==> config.mk <==
export PLATFORM = sky130hd
export DESIGN_NAME = wb_port_arbiter
export DESIGN_NICKNAME = d
export VERILOG_FILES = /design/src/rtl/PARAMS_pkg.sv /design/src/rtl/wb_lu_fifo.sv /design/src/rtl/wb_port_arbiter.sv
export SDC_FILE = /design/constraint.sdc
export NUM_CORES = 1
export LEC_CHECK = 0
export BUFFER_PORTS_ARGS = -buffer_cell sky130_fd_sc_hd__buf_4
export CORE_MARGIN = 2
export CORE_UTILIZATION = 40
export DETAILED_ROUTE_END_ITERATION = 10
export HOLD_SLACK_MARGIN = 0.03
export PLACE_DENSITY = 0.74
export SYNTH_ARGS = -nofsm -noshare
export SYNTH_HDL_FRONTEND = slang
export SYNTH_SLANG_ARGS = --single-unit
==> constraint.sdc <==
create_clock -name clk -period 2.7 [get_ports clk]
set_input_delay 0.27 -clock clk [delete_from_list [all_inputs] [get_ports clk]]
set_output_delay 0.27 -clock clk [all_outputs]
set_load 0.03 [all_outputs]
==> src/rtl/PARAMS_pkg.sv <==
// Shared widths and types for the write-back port arbiter and its
// long-latency result FIFO.
package PARAMS_pkg;

    localparam int WD_SIZE        = 32;
    localparam int INSTR_REG_SIZE = 5;

    // Width of the starvation counter; covers STARVE_MAX up to 15.
    localparam int STARVE_W = 4;

    // Arbiter FSM: pipeline has priority, or the buffered head is forced through.
    typedef enum logic {
        PIPE_PRI = 1'b0,
        FORCE_LU = 1'b1
    } wb_arb_state_t;

    // One buffered long-latency result.
    typedef struct packed {
        logic [INSTR_REG_SIZE-1:0] rd;
        logic [WD_SIZE-1:0]        data;
    } wb_lu_entry_t;

endpackage

==> src/rtl/wb_lu_fifo.sv <==
// Two-entry FIFO holding long-latency results until they win the
// register-file write port. Push into a full FIFO and pop from an empty
// one are ignored.
module wb_lu_fifo
    import PARAMS_pkg::*;
(
    input  logic         clk,
    input  logic         reset_n,
    input  logic         push_i,
    input  wb_lu_entry_t push_data_i,
    input  logic         pop_i,
    output logic         full_o,
    output logic         empty_o,
    output wb_lu_entry_t head_o
);

    wb_lu_entry_t mem_q [2];
    logic         wr_ptr_q;
    logic         rd_ptr_q;
    logic [1:0]   count_q;
    logic [1:0]   count_d;
    logic         push_ok;
    logic         pop_ok;

    assign full_o  = (count_q == 2'd2);
    assign empty_o = (count_q == 2'd0);
    assign head_o  = mem_q[rd_ptr_q];
    assign push_ok = push_i & ~full_o;
    assign pop_ok  = pop_i & ~empty_o;

    // Occupancy update; simultaneous push and pop leave the count unchanged.
    always_comb begin
        // NOTE: default assignment first so every path drives count_d and no latch is inferred.
        count_d = count_q;
        if (push_ok && !pop_ok) begin
            count_d = count_q + 2'd1;
        end else if (pop_ok && !push_ok) begin
            count_d = count_q - 2'd1;
        end
    end

    // Entry storage, written on accepted pushes.
    // NOTE: storage has no reset; the pointers and count define validity, so stale data is never read.
    always_ff @(posedge clk) begin
        if (push_ok) begin
            mem_q[wr_ptr_q] <= push_data_i;
        end
    end

    // Pointer and count registers; reset empties the FIFO.
    always_ff @(posedge clk or negedge reset_n) begin
        // NOTE: non-blocking assignments keep every register updating from pre-edge values.
        if (!reset_n) begin
            wr_ptr_q <= 1'b0;
            rd_ptr_q <= 1'b0;
            count_q  <= 2'd0;
        end else begin
            if (push_ok) wr_ptr_q <= ~wr_ptr_q;
            if (pop_ok)  rd_ptr_q <= ~rd_ptr_q;
            count_q <= count_d;
        end
    end

endmodule

==> src/rtl/wb_port_arbiter.sv <==
// Arbitrates the single register-file write port between the in-order
// pipeline (priority) and buffered long-latency results, forcing a
// buffered result through after STARVE_MAX consecutive losses.
// Optional macro WB_ARB_X0_FILTER_EN: granted writes to rd == 0 complete
// their handshake but do not assert rf_we_o.
module wb_port_arbiter
    import PARAMS_pkg::*;
#(
    parameter int STARVE_MAX = 4
) (
    input  logic                      clk,
    input  logic                      reset_n,
    input  logic                      pipe_valid_i,
    output logic                      pipe_ready_o,
    input  logic [INSTR_REG_SIZE-1:0] pipe_rd_i,
    input  logic [WD_SIZE-1:0]        pipe_data_i,
    input  logic                      lu_valid_i,
    output logic                      lu_ready_o,
    input  logic [INSTR_REG_SIZE-1:0] lu_rd_i,
    input  logic [WD_SIZE-1:0]        lu_data_i,
    output logic                      rf_we_o,
    output logic [INSTR_REG_SIZE-1:0] rf_rd_o,
    output logic [WD_SIZE-1:0]        rf_data_o,
    output logic                      lu_pending_o
);

    localparam logic [STARVE_W-1:0] STARVE_LIMIT = STARVE_W'(STARVE_MAX);

    wb_arb_state_t             state_q;
    logic                      pipe_ready_q;
    logic [STARVE_W-1:0]       starve_q;
    logic [STARVE_W-1:0]       starve_d;
    logic                      rf_we_q;
    logic [INSTR_REG_SIZE-1:0] rf_rd_q;
    logic [WD_SIZE-1:0]        rf_data_q;

    logic         fifo_full;
    logic         fifo_empty;
    wb_lu_entry_t fifo_head;
    wb_lu_entry_t lu_entry;
    wb_lu_entry_t gnt_entry;
    logic         lu_push;
    logic         pipe_gnt;
    logic         lu_gnt;
    logic         gnt_we;

    assign lu_entry     = '{rd: lu_rd_i, data: lu_data_i};
    assign lu_push      = lu_valid_i & ~fifo_full;
    assign lu_ready_o   = ~fifo_full;
    assign lu_pending_o = ~fifo_empty;
    assign pipe_ready_o = pipe_ready_q;
    assign rf_we_o      = rf_we_q;
    assign rf_rd_o      = rf_rd_q;
    assign rf_data_o    = rf_data_q;

    wb_lu_fifo u_lu_fifo (
        .clk         (clk),
        .reset_n     (reset_n),
        .push_i      (lu_push),
        .push_data_i (lu_entry),
        .pop_i       (lu_gnt),
        .full_o      (fifo_full),
        .empty_o     (fifo_empty),
        .head_o      (fifo_head)
    );

    // Grant selection: forced head in FORCE_LU, else pipeline first, else FIFO head.
    always_comb begin
        pipe_gnt = 1'b0;
        lu_gnt   = 1'b0;
        if (state_q == FORCE_LU) begin
            lu_gnt = ~fifo_empty;
        end else if (pipe_valid_i) begin
            pipe_gnt = 1'b1;
        end else begin
            lu_gnt = ~fifo_empty;
        end
    end

    // Winning write and its enable (rd == 0 optionally suppressed).
    always_comb begin
        gnt_entry = pipe_gnt ? '{rd: pipe_rd_i, data: pipe_data_i} : fifo_head;
`ifdef WB_ARB_X0_FILTER_EN
        gnt_we = (gnt_entry.rd != '0);
`else
        gnt_we = 1'b1;
`endif
    end

    // Starvation count: saturating count of cycles the buffered head loses.
    always_comb begin
        starve_d = '0;
        if (state_q == PIPE_PRI && !fifo_empty && !lu_gnt) begin
            starve_d = (starve_q == '1) ? starve_q : starve_q + 1'b1;
        end
    end

    // Arbiter FSM with registered pipeline ready.
    always_ff @(posedge clk or negedge reset_n) begin
        if (!reset_n) begin
            state_q      <= PIPE_PRI;
            starve_q     <= '0;
            pipe_ready_q <= 1'b1;
        end else begin
            starve_q <= starve_d;
            case (state_q)
                PIPE_PRI: begin
                    if (starve_d == STARVE_LIMIT) begin
                        state_q      <= FORCE_LU;
                        pipe_ready_q <= 1'b0;
                    end
                end
                FORCE_LU: begin
                    state_q      <= PIPE_PRI;
                    pipe_ready_q <= 1'b1;
                end
            endcase
        end
    end

    // Register-file write port, one cycle after the grant edge; rd/data hold when idle.
    always_ff @(posedge clk or negedge reset_n) begin
        if (!reset_n) begin
            rf_we_q   <= 1'b0;
            rf_rd_q   <= '0;
            rf_data_q <= '0;
        end else if (pipe_gnt || lu_gnt) begin
            rf_we_q   <= gnt_we;
            rf_rd_q   <= gnt_entry.rd;
            rf_data_q <= gnt_entry.data;
        end else begin
            rf_we_q <= 1'b0;
        end
    end

endmodule
==> flow_metrics.py <==
metrics = {
    "status": {
        "status": "finished, final reports clean",
    },
    "sta": {
        "setup_viol": 0,
        "period_minus_slack_ns": 2.296,
        "rsz0062_at_grt": "no",
        "tns_ns": 0,
        "tightest_slew_ns": 0.7728,
        "slew_violations": 0,
        "max_freq_mhz": 435.6,
        "slew-limit-headroom_pct": 48.40,
        "clock_skew_ns": 0.01148,
        "period_share_pct": 85.02,
        "hold_violations": 0,
        "holdWs_ns": 0.05190,
    },
    "worst_hold_path": {
        "min_to": "u_lu_fifo.mem_q[1][29]",
        "hold_class": "in2reg",
        "holdPathStages": 1,
        "hp-start": "lu_data_i[29]",
    },
    "clock_network": {
        "htree_levels": 4,
        "cts.path.max_buffers": 2,
        "clock_latency_ns": 0.40,
        "cts_tree": "done",
        "clock-sinks": 122,
        "clkSlewWorstSetupHoldPaths_ns": 0.05,
        "cts_resized": 0,
        "root_buffer": "clkbuf_16",
        "cts_buffers": 17,
        "post_cts_buffers": 0,
        "hold_buffers": 1,
    },
    "global_routing": {
        "antenna_found_initial": 0,
        "grt_overflow": 0,
        "grt_pass1_vias": 3373,
        "grt_max_degree": 49,
        "grt_util_all_layers_pct": 16.14,
        "grt_pass1_wl_um": 16210,
    },
    "detailed_routing": {
        "firstDrtPassIters": 4,
        "wl_per_cell_um": 15.27,
        "num_vias": 3221,
        "antenna_left": 0,
        "drt_iter0_drc": 135,
        "drc": 0,
        "vias_per_cell": 4.815,
        "totalWireLength_um": 10220,
    },
    "floorplanning": {
        "core_area_um2": 12160,
        "core.rowCount": 40,
        "initial_utilization_pct": 41.41,
        "dieArea_um2": 13500,
        "die_h_um": 116.2,
        "ioPinCount": 119,
        "dieWidth_um": 116.2,
    },
    "power": {
        "p_leak_nw": 2.672,
        "power_w": 0.007313,
        "peakVddDrop_mv": 0.4976,
        "power_per_cell_area_nw_per_um2": 1109,
    },
    "logic_synthesis": {
        "synth_cells": 368,
        "syn_avg_cell_area_um2": 13.69,
        "yosys-top-cells-area": "edfxtp_1 44%, dfrtp_1 23%, nor2b_1 4.6%",
        "synth_nets": 448,
        "seq_area_frac_synth_pct": 68.00,
        "ys_warn_count": 0,
        "synth_seq_cells": 122,
        "yosysTopAreaCell": "edfxtp_1",
        "synth_area_um2": 5036,
        "synth_top_area_share_pct": 44.12,
        "yosysUniqueCellTypes": 30,
    },
    "placed_design": {
        "io_buffer_count": 118,
        "dp_hpwl_um": 6914,
        "placed_cells": 636,
        "gp_congestion": 0.7531,
    },
    "setup_path": {
        "critPathMaxStageDelay_ns": 0.44,
        "path_buf_inv": 2,
        "worstReg2RegStart": "u_lu_fifo.count_q[1]",
        "cpMaxStageDelayCell": "inv_2",
        "r2r_setup_slack_ns": 0.74,
        "arrival_ns": 2.03,
        "worstReg2RegEnd": "state_q",
        "end_kind": "output pin",
        "crit_required_ns": 2.43,
        "worstSetupPathType": "reg2out",
        "cp_top_family": "buffers and inverters",
        "worstSetupStartpointType": "flop",
        "crit_chain": "nor2_4 -> inv_2 -> buf_4",
        "reg2reg_depth": 4,
        "cp_max_fo": 40,
    },
    "final_layout": {
        "final_cells": 669,
        "fill_cells": 1036,
        "fin_nets": 568,
        "final_util_pct": 54.24,
        "area.growth.synth_to_final_pct": 30.98,
        "insertedDiodeCount": 0,
        "mostFrequentLayoutCell": "buf_4",
        "final_cell_mix": "123 x buf_4, 74 x edfxtp_1, 46 x dfrtp_1",
        "drive_above_1_share_pct": 36.13,
    },
    "run": {
        "cap_violations": 0,
    },
}
==> synthesized netlist by cell type (all sizes together) <==
cell / instances
a211oi: 37
a41oi: 1
and2b: 1
and3: 1
and4: 1
buf: 21
clkbuf: 4
dfrtp: 47
dfstp: 1
edfxtp: 74
ha: 2
inv: 3
mux2i: 3
nand2: 40
nand2b: 3
nand3: 2
nand3b: 1
nor2: 44
nor2b: 37
o2111a: 1
o31ai: 37
or2: 1
xnor2: 4
xor2: 2
==> state kept, by name, indices dropped and copies added (netlist names) <==
signal	cells
rf_rd_o	5
rf_we_o	1
pipe_ready_o	1
starve_q	4
u_lu_fifo.mem_q	74
u_lu_fifo.wr_ptr_q	1
u_lu_fifo.count_q	2
u_lu_fifo.rd_ptr_q	1
rf_data_o	32
state_q	1
==> where the power goes <==
group / internal [W] / leakage, nW / switching (W)
registers: 0.00255 / 1.26 / 0.000316
logic: 0.000926 / 1.15 / 0.00152
clock network: 0.00128 / 0.255 / 0.000715
total: 0.00476 / 2.67 / 0.00255
==> per-stage QoR <==
stage / setup WS, ns / cell area [um2]
floorplan: 0.3997 / 5039
global placement: 0.8804 / 6065
detailed placement: 0.7634 / 6065
CTS: 0.3873 / 6596
global route: 0.2713 / 6596
finish: 0.4044 / 6596
==> cell type report <==
cell class / count / area [um2] / area share (%)
multi-input cells: 218 / 1454 / 22.04
well taps: 168 / 210.2 / 3.187
clock inverters: 5 / 48.80 / 0.7398
repair buffers: 126 / 973.4 / 14.76
clock buffers: 27 / 473.0 / 7.170
inverters: 3 / 11.26 / 0.1707
flip-flops and latches: 122 / 3426 / 51.93
==> worst max-delay path by stage <==
stage                               from                     to  slack (ns)  depth (start not counted)
floorplan           u_lu_fifo.count_q[0]  u_lu_fifo.mem_q[0][0]        0.40                          3
global placement    u_lu_fifo.count_q[1]                state_q        0.88                          4
detailed placement  u_lu_fifo.count_q[1]                state_q        0.76                          4
CTS                 u_lu_fifo.count_q[1]           lu_pending_o        0.39                          3
global route        u_lu_fifo.count_q[1]           lu_pending_o        0.27                          3
finish              u_lu_fifo.count_q[1]           lu_pending_o        0.40                          3
==> routing by layer <==
layer | vias to the layer above | part of all wire, % | GRT usage [%]
li1 | 1585 | - | -
met1 | 1545 | 43 | 19.92
met2 | 80 | 50 | 26.32
met3 | 11 | 4.7 | 5.138
met4 | 0 | 1.5 | 6.984
met5 | - | 0 | 0
==> kinds of logic (layout without fill, tap and decap cells) <==
logic type      Yosys count  in the layout  share of synthesized area (%)
mux                       3              3                         0.5963
compound gates           76             76                          14.11
flops                   122            122                          68.00
buf+inv                  28            161                          3.553
xor+xnor                  6              6                          1.043
fa+ha+maj                 2              2                         0.4968
simple gates            131            131                          12.20
Note: power is estimated with default switching activity, not from simulation.
